--- config.mk ---
export PLATFORM = sky130hd
export DESIGN_NAME = alu_arbiter
export DESIGN_NICKNAME = d
export VERILOG_FILES = /design/src/rtl/alu_arbiter_pkg.sv /design/src/rtl/alu_arbiter_arb.sv /design/src/rtl/alu_arbiter.sv
export SDC_FILE = /design/constraint.sdc
export NUM_CORES = 1
export LEC_CHECK = 0
export ABC_AREA = 1
export ABC_CLOCK_PERIOD_IN_PS = 1760
export CAP_MARGIN = 20
export CORE_MARGIN = 10
export CORE_UTILIZATION = 35
export CTS_CLUSTER_DIAMETER = 60
export DETAILED_ROUTE_END_ITERATION = 10
export PLACE_DENSITY_LB_ADDON = 0.05
export SLEW_MARGIN = 15
export SYNTH_ARGS = -nofsm -noshare
export SYNTH_HDL_FRONTEND = slang
export SYNTH_SLANG_ARGS = --single-unit
--- constraint.sdc ---
create_clock -name clk -period 1.76 [get_ports clk]
set_input_delay 0.176 -clock clk [delete_from_list [all_inputs] [get_ports clk]]
set_output_delay 0.176 -clock clk [all_outputs]
set_load 0.005 [all_outputs]
--- src/rtl/alu_arbiter_pkg.sv ---
// Shared definitions for the two-requester ALU arbiter: function codes, flag
// bit positions and controller state encodings.
package alu_arbiter_pkg;

  typedef enum logic [3:0] {
    FN_ADD = 4'b0000,
    FN_ADC = 4'b0001,
    FN_SUB = 4'b0010,
    FN_SBC = 4'b0011,
    FN_MUL = 4'b0100,
    FN_MLL = 4'b0101,
    FN_RAS = 4'b0111,
    FN_LSH = 4'b1000,
    FN_RSH = 4'b1001,
    FN_LRT = 4'b1010,
    FN_RRT = 4'b1011,
    FN_AND = 4'b1100,
    FN_OR  = 4'b1101,
    FN_XOR = 4'b1110,
    FN_NOT = 4'b1111
  } alu_func_e;

  // Bit positions inside the {C,N,Z,V} flag nibble.
  localparam int FLAG_C = 3;
  localparam int FLAG_N = 2;
  localparam int FLAG_Z = 1;
  localparam int FLAG_V = 0;

  localparam logic [1:0] ST_IDLE = 2'd0;
  localparam logic [1:0] ST_EXEC = 2'd1;
  localparam logic [1:0] ST_RESP = 2'd2;

endpackage

--- src/rtl/alu_arbiter_arb.sv ---
// Two-way grant logic with a one-bit round-robin pointer; the pointer moves
// only when a grant is actually issued.
module rr_arbiter2 #(
  parameter bit FIXED_PRIO = 1'b0
) (
  input  logic       clk,
  input  logic       srst,
  input  logic       enable,
  input  logic [1:0] req,
  output logic [1:0] grant
);

  logic favour_r1_reg;

  always_comb begin
    grant = 2'b00;
    if (enable) begin
      if (FIXED_PRIO) begin
        grant = req[0] ? 2'b01 : {req[1], 1'b0};
      end else if (req == 2'b11) begin
        grant = favour_r1_reg ? 2'b10 : 2'b01;
      end else begin
        grant = req;
      end
    end
  end

  // After serving r0 favour r1, and vice versa.
  always_ff @(posedge clk) begin
    if (srst) begin
      favour_r1_reg <= 1'b0;
    end else if (|grant) begin
      favour_r1_reg <= grant[0];
    end
  end

endmodule

--- src/rtl/alu_arbiter.sv ---
// Shares one external combinational ALU between two requesters: grant in IDLE,
// let the ALU settle on registered operands in EXEC, hold the result in RESP.
module alu_arbiter
  import alu_arbiter_pkg::*;
#(
  parameter int WIDTH      = 16,
  parameter bit FIXED_PRIO = 1'b0
) (
  input  logic             clk,
  input  logic             rst,
  input  logic             r0_valid,
  output logic             r0_ready,
  input  logic [WIDTH-1:0] r0_a,
  input  logic [WIDTH-1:0] r0_b,
  input  logic [3:0]       r0_func,
  input  logic             r0_ci,
  input  logic             r1_valid,
  output logic             r1_ready,
  input  logic [WIDTH-1:0] r1_a,
  input  logic [WIDTH-1:0] r1_b,
  input  logic [3:0]       r1_func,
  input  logic             r1_ci,
  output logic [WIDTH-1:0] alu_a,
  output logic [WIDTH-1:0] alu_b,
  output logic [3:0]       alu_func,
  output logic             alu_ci,
  input  logic [WIDTH-1:0] alu_y,
  input  logic [WIDTH-1:0] alu_to_a,
  input  logic [3:0]       alu_flags,
  output logic             rsp_valid,
  input  logic             rsp_ready,
  output logic             rsp_id,
  output logic [WIDTH-1:0] rsp_y,
  output logic [WIDTH-1:0] rsp_hi,
  output logic [3:0]       rsp_flags,
  output logic [3:0]       flags
);

  logic [1:0]       state_reg, state_next;
  logic [1:0]       grant;
  logic [WIDTH-1:0] alu_a_reg, alu_b_reg, rsp_y_reg, rsp_hi_reg;
  logic [3:0]       alu_func_reg, rsp_flags_reg, flags_reg;
  logic             alu_ci_reg, id_reg;

  rr_arbiter2 #(.FIXED_PRIO(FIXED_PRIO)) u_arb (
    .clk    (clk),
    .srst   (rst),
    .enable (state_reg == ST_IDLE),
    .req    ({r1_valid, r0_valid}),
    .grant  (grant)
  );

  // A grant is only ever given to a valid requester, so a grant is a handshake.
  assign r0_ready  = grant[0];
  assign r1_ready  = grant[1];
  assign rsp_valid = (state_reg == ST_RESP);

  always_comb begin
    state_next = state_reg;
    case (state_reg)
      ST_IDLE: if (|grant) state_next = ST_EXEC;
      ST_EXEC: state_next = ST_RESP;
      ST_RESP: if (rsp_ready) state_next = ST_IDLE;
      default: state_next = ST_IDLE;
    endcase
  end

  always_ff @(posedge clk) begin
    if (rst) begin
      state_reg     <= ST_IDLE;
      alu_a_reg     <= '0;
      alu_b_reg     <= '0;
      alu_func_reg  <= '0;
      alu_ci_reg    <= 1'b0;
      id_reg        <= 1'b0;
      rsp_y_reg     <= '0;
      rsp_hi_reg    <= '0;
      rsp_flags_reg <= '0;
      flags_reg     <= '0;
    end else begin
      state_reg <= state_next;
      if (|grant) begin
        alu_a_reg    <= grant[1] ? r1_a    : r0_a;
        alu_b_reg    <= grant[1] ? r1_b    : r0_b;
        alu_func_reg <= grant[1] ? r1_func : r0_func;
        alu_ci_reg   <= grant[1] ? r1_ci   : r0_ci;
        id_reg       <= grant[1];
      end
      // The ALU output is only trusted at the end of EXEC.
      if (state_reg == ST_EXEC) begin
        rsp_y_reg     <= alu_y;
        rsp_hi_reg    <= alu_to_a;
        rsp_flags_reg <= alu_flags;
        flags_reg     <= alu_flags;
      end
    end
  end

  assign alu_a     = alu_a_reg;
  assign alu_b     = alu_b_reg;
  assign alu_func  = alu_func_reg;
  assign alu_ci    = alu_ci_reg;
  assign rsp_id    = id_reg;
  assign rsp_y     = rsp_y_reg;
  assign rsp_hi    = rsp_hi_reg;
  assign rsp_flags = rsp_flags_reg;
  assign flags     = flags_reg;

endmodule

==> results of run 1 <==
[synthesized netlist by cell type, drive strengths merged]
cell type / number
o211ai: 1
nor2: 94
a21oi: 21
nand4: 18
dfxtp: 77
nand2: 79
inv: 63
nand3: 38
buf: 25
clkbuf: 11
o21ai: 56
clkinv: 1
[report_power, final]
group | switching (mW) | total, mW | leakage [nW] | internal, mW
Clock | 0.659 | 1.61 | 0.118 | 0.952
Combinational | 0.581 | 1.37 | 1.74 | 0.786
Sequential | 0.0946 | 2.03 | 0.636 | 1.94
Total | 1.33 | 5.01 | 2.50 | 3.67
[final cells by class]
type / count / area [um2]
fillers: 891 / 3640
repair buffers: 215 / 2130
flip-flops and latches: 77 / 1540
multi-input cells: 307 / 1380
inverters: 64 / 240
well taps: 129 / 161
clock buffers: 11 / 131
clock inverters: 5 / 108
[cell families (layout without fill, tap and decap cells)]
family | Yosys count | after routing | share of synthesized area [%]
compound gates | 78 | 78 | 11.9
buf+inv | 100 | 295 | 13.7
simple gates | 229 | 229 | 28.7
flops | 77 | 77 | 45.6
[what timing repair did]
item	in CTS	in global routing
pin swaps	1	2
gates resized for setup	1	2
setup endpoints to repair	2	1
setup buffers	2	1
[stage by stage]
stage               area, um2  std cells
CTS                      5680        807
global route             5690        808
finish                   5690        808
floorplan                3380        484
global placement         5420        789
detailed placement       5420        789
[how the worst max path moves through the flow]
stage	from	endpoint	cells past startpoint
finish	state_reg[1]	r1_ready	6
global route	state_reg[1]	r1_ready	6
CTS	state_reg[0]	r0_ready	4
detailed placement	r1_valid	r0_ready	5
global placement	r1_valid	r0_ready	5
floorplan	state_reg[1]	r0_ready	5
[per-layer routing]
metal | share of wire (%) | up-vias | wire length (um) | track usage, %
met2 | 48 | 116 | 5680 | 27.2
met3 | 7.6 | 10 | 894 | 5.71
met4 | 1.3 | 0 | 151 | 5.33
met1 | 43 | 1629 | 5080 | 19.0
li1 | - | 1891 | - | -
met5 | 0 | - | 0 | 0
[worst max-delay path, stage by stage, from the launching register on]
cell and delay, ns:
dfxtp_1 0.34, nor2_4 0.13, buf_4 0.11, buf_4 0.11, nand3_2 0.10, inv_1 0.07
dlygate4sd2_1 0.28
==> qor.yml, run 1 <==
outcome:
  status: "completed"
floorplan:
  io_pins: 196
  initial_utilization_pct: 36.3
  die-width_um: 118
  dieArea_mm2: 0.0140
  coreArea_mm2: 0.00933
  die_h_um: 118
  row_count: 35
placement:
  dp_hpwl_um: 8910
  portBuffers: 195
  gp_congestion: 0.817
  place_ws_ns: 0.0767
routing:
  ant_nets: 0
  drt_iter0_drc: 233
  viasPerCell: 4.51
  wl_um: 11800
  detail_route.first_pass.iterations: 4
  drt-wirelength-per-cell_um: 14.6
  num_vias: 3646
  drc_errors: 0
clock_tree:
  cts_tree: "done"
  cts_buffers: 9
  clock_path_buffers: 2
  clk_pin_slew_ns: 0.09
  h-tree-depth: 3
  cts_hold_buffers: 0
  clock-sinks: 77
  root_buffer: "clkbuf_8"
  clk-insertion-delay-late_ns: 0.35
yosys:
  ys_ff_latch: 77
  synth_fp_nets: 599
  ys_types: 20
  synth_cells: 484
  synth.largest_area_cell: "dfxtp_1"
  yosys-top-cells-area: "dfxtp_1 (46%), nor2_1 (10%), nand2_1 (8.7%), inv_1 (6.7%), nand3_1 (5.5%)"
  syn_area_mm2: 0.00338
  syn_area_per_cell_um2: 6.99
  synth_top_cell_area_share_pct: 45.6
  yosysSeqAreaShare_pct: 45.6
  yosysWarnings: 0
worst_setup_path:
  crit_fanout: 3
  cp-end-kind: "primary output"
  r2r_cells: 9
  critPathArrivalTime_ns: 1.49
  crit_path_start_kind: "flop"
  r2r_slack_ns: 0.22
  path_class: "reg -> out"
  rr_startpoint: "state_reg[1]"
  r2r-end: "alu_b[12]"
  cp.required_ns: 1.58
global_routing:
  antenna_found_initial: 0
  grt-ovfl-total: 0
  grt_util_all_layers_pct: 16.3
  grt_pass1_wl_um: 18800
  grt_max_degree: 56
  grt_pass1_vias: 3613
cells_and_area:
  nets: 789
  drive_gt1_share_pct: 6.04
  syn2layout_area_growth_pct: 68.2
  antenna_cells: 0
  final_common_cell: "clkdlybuf4s50_1"
  fin_util_pct: 61.0
  final_cell_mix: "clkdlybuf4s50_1 (192), nor2_1 (93), nand2_1 (78)"
timing:
  fmax_mhz: 602
  worst_pin_slew_ns: 0.625
  report.final.slew_viol_count: 0
  slew_headroom_pct: 58.3
  fin_crit_ns: 1.66
  worst_hold_slack_ns: 0.424
  report.final.hold_viol_count: 0
  fin_crit_sh_pct: 94.4
  rsz0062_at_grt: "false"
  fin_worst_skew_ns: 0.0128
  fin_ws_ns: 0.0978
  setup_viol: 0
  fin_setup_tns_ns: 0
worst_hold_path:
  min-delay-start: "r1_a[1]"
  holdPathStages: 3
  hp-class: "in -> reg"
  hold-path-endpoint: "alu_a[1]"
run:
  maxCapViolCount: 0
power_and_ir_drop:
  p_per_area_mw_per_mm2: 880
  ir_drop_v: 0.000389
  leakagePower_nw: 2.50
  finalPower_mw: 5.01
Power figures use the tool's default switching activity.
==> run 2, diff against run 1 <==
- CORE_MARGIN: 10 -> 1.5
- REMOVE_ABC_BUFFERS: default -> 1
==> run 2 against run 1 <==
- cell count is 0.12% lower
- clock skew is 0.0025 ns lower
- core utilization is 0.46 points higher
- setup slack worse by 0.022 ns
- via count is 1.3% higher
- routed wire length is 14% lower
- die area is 27% lower
- sequential power hardly changed
- cell area is 0.29% higher
- global-route usage is 2.9 points higher
- flip-flop and latch count stayed put
- first-iteration DRC count is 57% lower
- critical endpoint is now r0_ready
- highest routed layer unchanged
==> qor.yml, run 2 (synthesized netlist as in run 1, its figures left out) <==
timing:
  fin_ws_ns: 0.0758
  report.final.hold_viol_count: 0
  fin_worst_skew_ns: 0.0103
  slew_headroom_pct: 59.9
  rsz0062_at_grt: "false"
  worst_hold_slack_ns: 0.450
  fin_crit_sh_pct: 95.7
  worst_pin_slew_ns: 0.600
  report.final.slew_viol_count: 0
  fmax_mhz: 594
  setup_viol: 0
  fin_crit_ns: 1.68
routing:
  drt_iter0_drc: 100
  top_layer_used: "met4"
  wl_met2_um: 4940
  met1_length_um: 4210
  detail_route.first_pass.iterations: 4
  drt-wirelength-per-cell_um: 12.5
  drc_errors: 0
  route.met3.wl_um: 793
  wl_um: 10100
  viasPerCell: 4.58
  num_vias: 3693
  ant_nets: 0
global_routing:
  grt_pass1_wl_um: 15600
  antenna_found_initial: 0
  grt_max_degree: 56
  grt-ovfl-total: 0
  grt_pass1_vias: 3450
  grt_util_all_layers_pct: 19.2
floorplan:
  die_h_um: 101
  die-width_um: 101
  io_pins: 196
  coreArea_mm2: 0.00928
  initial_utilization_pct: 36.4
  row_count: 35
  dieArea_mm2: 0.0103
worst_setup_path:
  cp-end-kind: "primary output"
  crit_end: "r0_ready"
  critPathArrivalTime_ns: 1.51
  path_class: "in -> out"
  r2r-end: "alu_a[0]"
  critPathTopFamily: "buffers and inverters"
  rr_startpoint: "state_reg[1]"
  slowest_stage: "clkdlybuf4s50_1"
  crit_path_start: "r0_valid"
  crit_fanout: 3
  worstPathBufferInverterCount: 3
  cp_common_cell: "clkdlybuf4s50_1"
  r2r_cells: 9
  critical_path.max_stage_delay_ns: 0.61
  cp.required_ns: 1.58
  r2r_slack_ns: 0.19
  path_cells: "clkdlybuf4s50_1 > o211ai_1 > inv_1 > clkdlybuf4s50_1"
  cp.depth: 4
  crit_path_start_kind: "input port"
power_and_ir_drop:
  leakagePower_nw: 2.48
  p_per_area_mw_per_mm2: 872
  ir_drop_v: 0.000404
  finalPower_mw: 4.97
cells_and_area:
  final_common_cell: "clkdlybuf4s50_1"
  final_cell_mix: "clkdlybuf4s50_1 (194), nor2_1 (93), nand2_1 (78)"
  nets: 789
  antenna_cells: 0
  drive_gt1_share_pct: 6.19
  syn2layout_area_growth_pct: 68.7
  fin_util_pct: 61.5
  final_cells: 807
placement:
  portBuffers: 195
  place_ws_ns: 0.0635
  post-place-cells: 789
  gp_congestion: 0.810
  dp_hpwl_um: 7490
clock_tree:
  clk_pin_slew_ns: 0.08
  clk-insertion-delay-late_ns: 0.33
  cts_tree: "done"
  cts_hold_buffers: 0
  root_buffer: "clkbuf_8"
  clock_path_buffers: 2
  clock-sinks: 77
  cts_buffers: 9
  h-tree-depth: 3
run:
  maxCapViolCount: 0
worst_hold_path:
  hp-class: "in -> reg"
outcome:
  status: "completed"
run 2: repair_timing:
item	4_1_cts	5_1_grt
buffers inserted	2	1
setup endpoints to repair	2	1
gates resized for setup	1	0
pin swaps	2	1
run 2: cell type report:
type | count | area, um2
Clock buffer | 9 | 124
Tap cell | 129 | 161
Fill cell | 902 | 3580
Sequential cell | 77 | 1540
Timing Repair Buffer | 215 | 2150
Clock inverter | 6 | 111
Inverter | 64 | 240
Multi-Input combinational cell | 307 | 1380
run 2: routing by layer:
layer	vias up	GRT usage, %
met2	142	34.3
li1	1892	-
met3	12	5.24
met5	-	0
met1	1647	21.4
met4	0	8.33
run 2: worst min-delay path by stage:
stage / from / to / slack [ns] / cells after the start
2_1_floorplan: rst / rsp_id / 0.25 / 1
3_3_place_gp: rsp_id / rsp_id / 0.45 / 2
3_5_place_dp: rsp_id / rsp_id / 0.46 / 2
4_1_cts: r1_a[9] / alu_a[9] / 0.43 / 3
5_1_grt: r1_a[9] / alu_a[9] / 0.44 / 3
6_report: r1_a[8] / alu_a[8] / 0.45 / 3
run 2: tightest hold or removal path, cell delays in order:
cell and delay [ns]:
clkdlybuf4s50_1 0.39, nor2_1 0.10, o21ai_1 0.07
run 2: where the power goes:
group | switching (mW) | internal [mW]
clock network | 0.638 | 0.937
registers | 0.0998 | 1.94
logic | 0.567 | 0.795
run 2: metrics by stage:
step                      setup TNS [ns]  cell area (um2)
final                                  0             5710
after global routing                   0             5710
after CTS                              0             5700
after detailed placement               0             5450
after global placement                 0             5450
after floorplan                    -4.70             3160
==> patch: new RTL, settings of run 1 <==
Register the output `rsp_flags` once more, with the module's reset; this adds one clock of latency there. The other outputs are not delayed to match.
--- a/src/rtl/alu_arbiter.sv
+++ b/src/rtl/alu_arbiter.sv
@@ -103,7 +103,13 @@
   assign rsp_id    = id_reg;
   assign rsp_y     = rsp_y_reg;
   assign rsp_hi    = rsp_hi_reg;
-  assign rsp_flags = rsp_flags_reg;
+  always_ff @(posedge clk) begin
+    if (rst) begin
+      rsp_flags <= '0;
+    end else begin
+      rsp_flags <= rsp_flags_reg;
+    end
+  end
   assign flags     = flags_reg;
 
 endmodule
Formal check against the unedited RTL: not equivalent (Yosys sat finds a counterexample within 4 cycles, from zero or initial values and one cycle with rst high).
==> patch against run 1 <==
- sequential share of layout area is 1.1 points higher
- final area up 1.0%
- worst setup slack better by 9.6 ps
- area after synthesis grew 1.7%
- sequential cell count is 4 higher
- power down 5.7%
- routed wire length rose by 0.85%
- synthesized cell count rose by 1.0%
- critical path type unchanged
- highest routed layer unchanged
==> patch: results (changes against run 1) <==
| Metric | Value |
|---|---|
| Fillers | `927 (was 891)` |
| Vias in the first global route | `3641 (was 3613)` |
| Buffering overhead | `37.24% (was 37.45%)` |
| Inverters excl. clock | `68 (was 64)` |
| Share of cells above drive strength 1 | `6.122% (was 6.038%)` |
| Design Area, Final | `5748 um^2 (was 5689 um^2)` |
| Rel. slew slack | `77.18% (was 58.25%)` |
| Area of the multi-input gates | `1391 um^2 (was 1376 um^2)` |
| Clkbuf count | `10 (was 11)` |
| P_clk | `0.00123 W (was 0.00161 W)` |
| Post-synthesis sequential area ratio | `47.14% (was 45.58%)` |
| Total track usage | `16.28% (was 16.27%)` |
| Outcome | `complete, no violations (unchanged)` |
| WL/cell | `14.54 um (was 14.62 um)` |
| Resized cells post-CTS | `4 (was 1)` |
| DRT iter0 DRCs | `198 (was 233)` |
| Leak Pwr | `2.503 nW (was 2.497 nW)` |
| Synth top cells by count | `89 x nor2_1, 81 x dfxtp_1, 78 x nand2_1 (was 93 x nor2_1, 78 x nand2_1, 77 x dfxtp_1)` |
| Placed inst area | `5549 um^2 (was 5424 um^2)` |
| P_int | `0.003355 W (was 0.003674 W)` |
| Vias per cell | `4.547 (was 4.512)` |
| First-pass GRT wire length | `18.88 mm (was 18.77 mm)` |
| VDD IR max | `390.9 uV (was 388.9 uV)` |
| Synth Area in Compound Gates | `12.33% (was 11.95%)` |
| Clock sink count | `81 (was 77)` |
| Comb pwr share | `28.9% (was 27.3%)` |
| Ranking of synthesized cells by area | `dfxtp_1 47%, nor2_1 9.7%, nand2_1 8.5%, inv_1 7.2%, nand3_1 5.4% (was dfxtp_1 46%, nor2_1 10%, nand2_1 8.7%, inv_1 6.7%, nand3_1 5.5%)` |
| CP max stage cell | `clkdlybuf4s50_1 (was dfxtp_1)` |
| Clock Skews | `9.383 ps (was 12.83 ps)` |
| Cells after DPL | `802 (was 789)` |
| Layout clock area frac | `2.960% (was 4.201%)` |
| Count of cell types in the netlist | `21 (was 20)` |
| Fmax | `605.1 MHz (was 601.6 MHz)` |
==> patch: cell count changes in the layout (fill, tap and decap cells not counted), moves of 3 or more <==
cell	change
nor2_1	-5
inv_2	-3
bufinv_16	-3
inv_1	+6
a21oi_1	+4
dfxtp_1	+3
clkinv_2	+4
==> patch: worst paths after layout <==
path,start,depth (start not counted),to
max,state_reg[1],3,rsp_valid
min,r1_a[7],3,alu_a[7]
max reg2reg,state_reg[0],8,alu_b[15]
min reg2reg,flags[3],2,rsp_flags[3]
==> patch: metal layers <==
| layer | routed length, um | track usage (%) | up-vias | part of all wire (%) |
|---|---|---|---|---|
| li1 | - | - | 1917 | - |
| met1 | 5084 | 18.70 | 1656 | 43 |
| met2 | 5453 | 26.07 | 136 | 46 |
| met3 | 1133 | 7.085 | 15 | 9.5 |
| met4 | 240 | 6.489 | 0 | 2.0 |
| met5 | 0 | 0 | - | 0 |
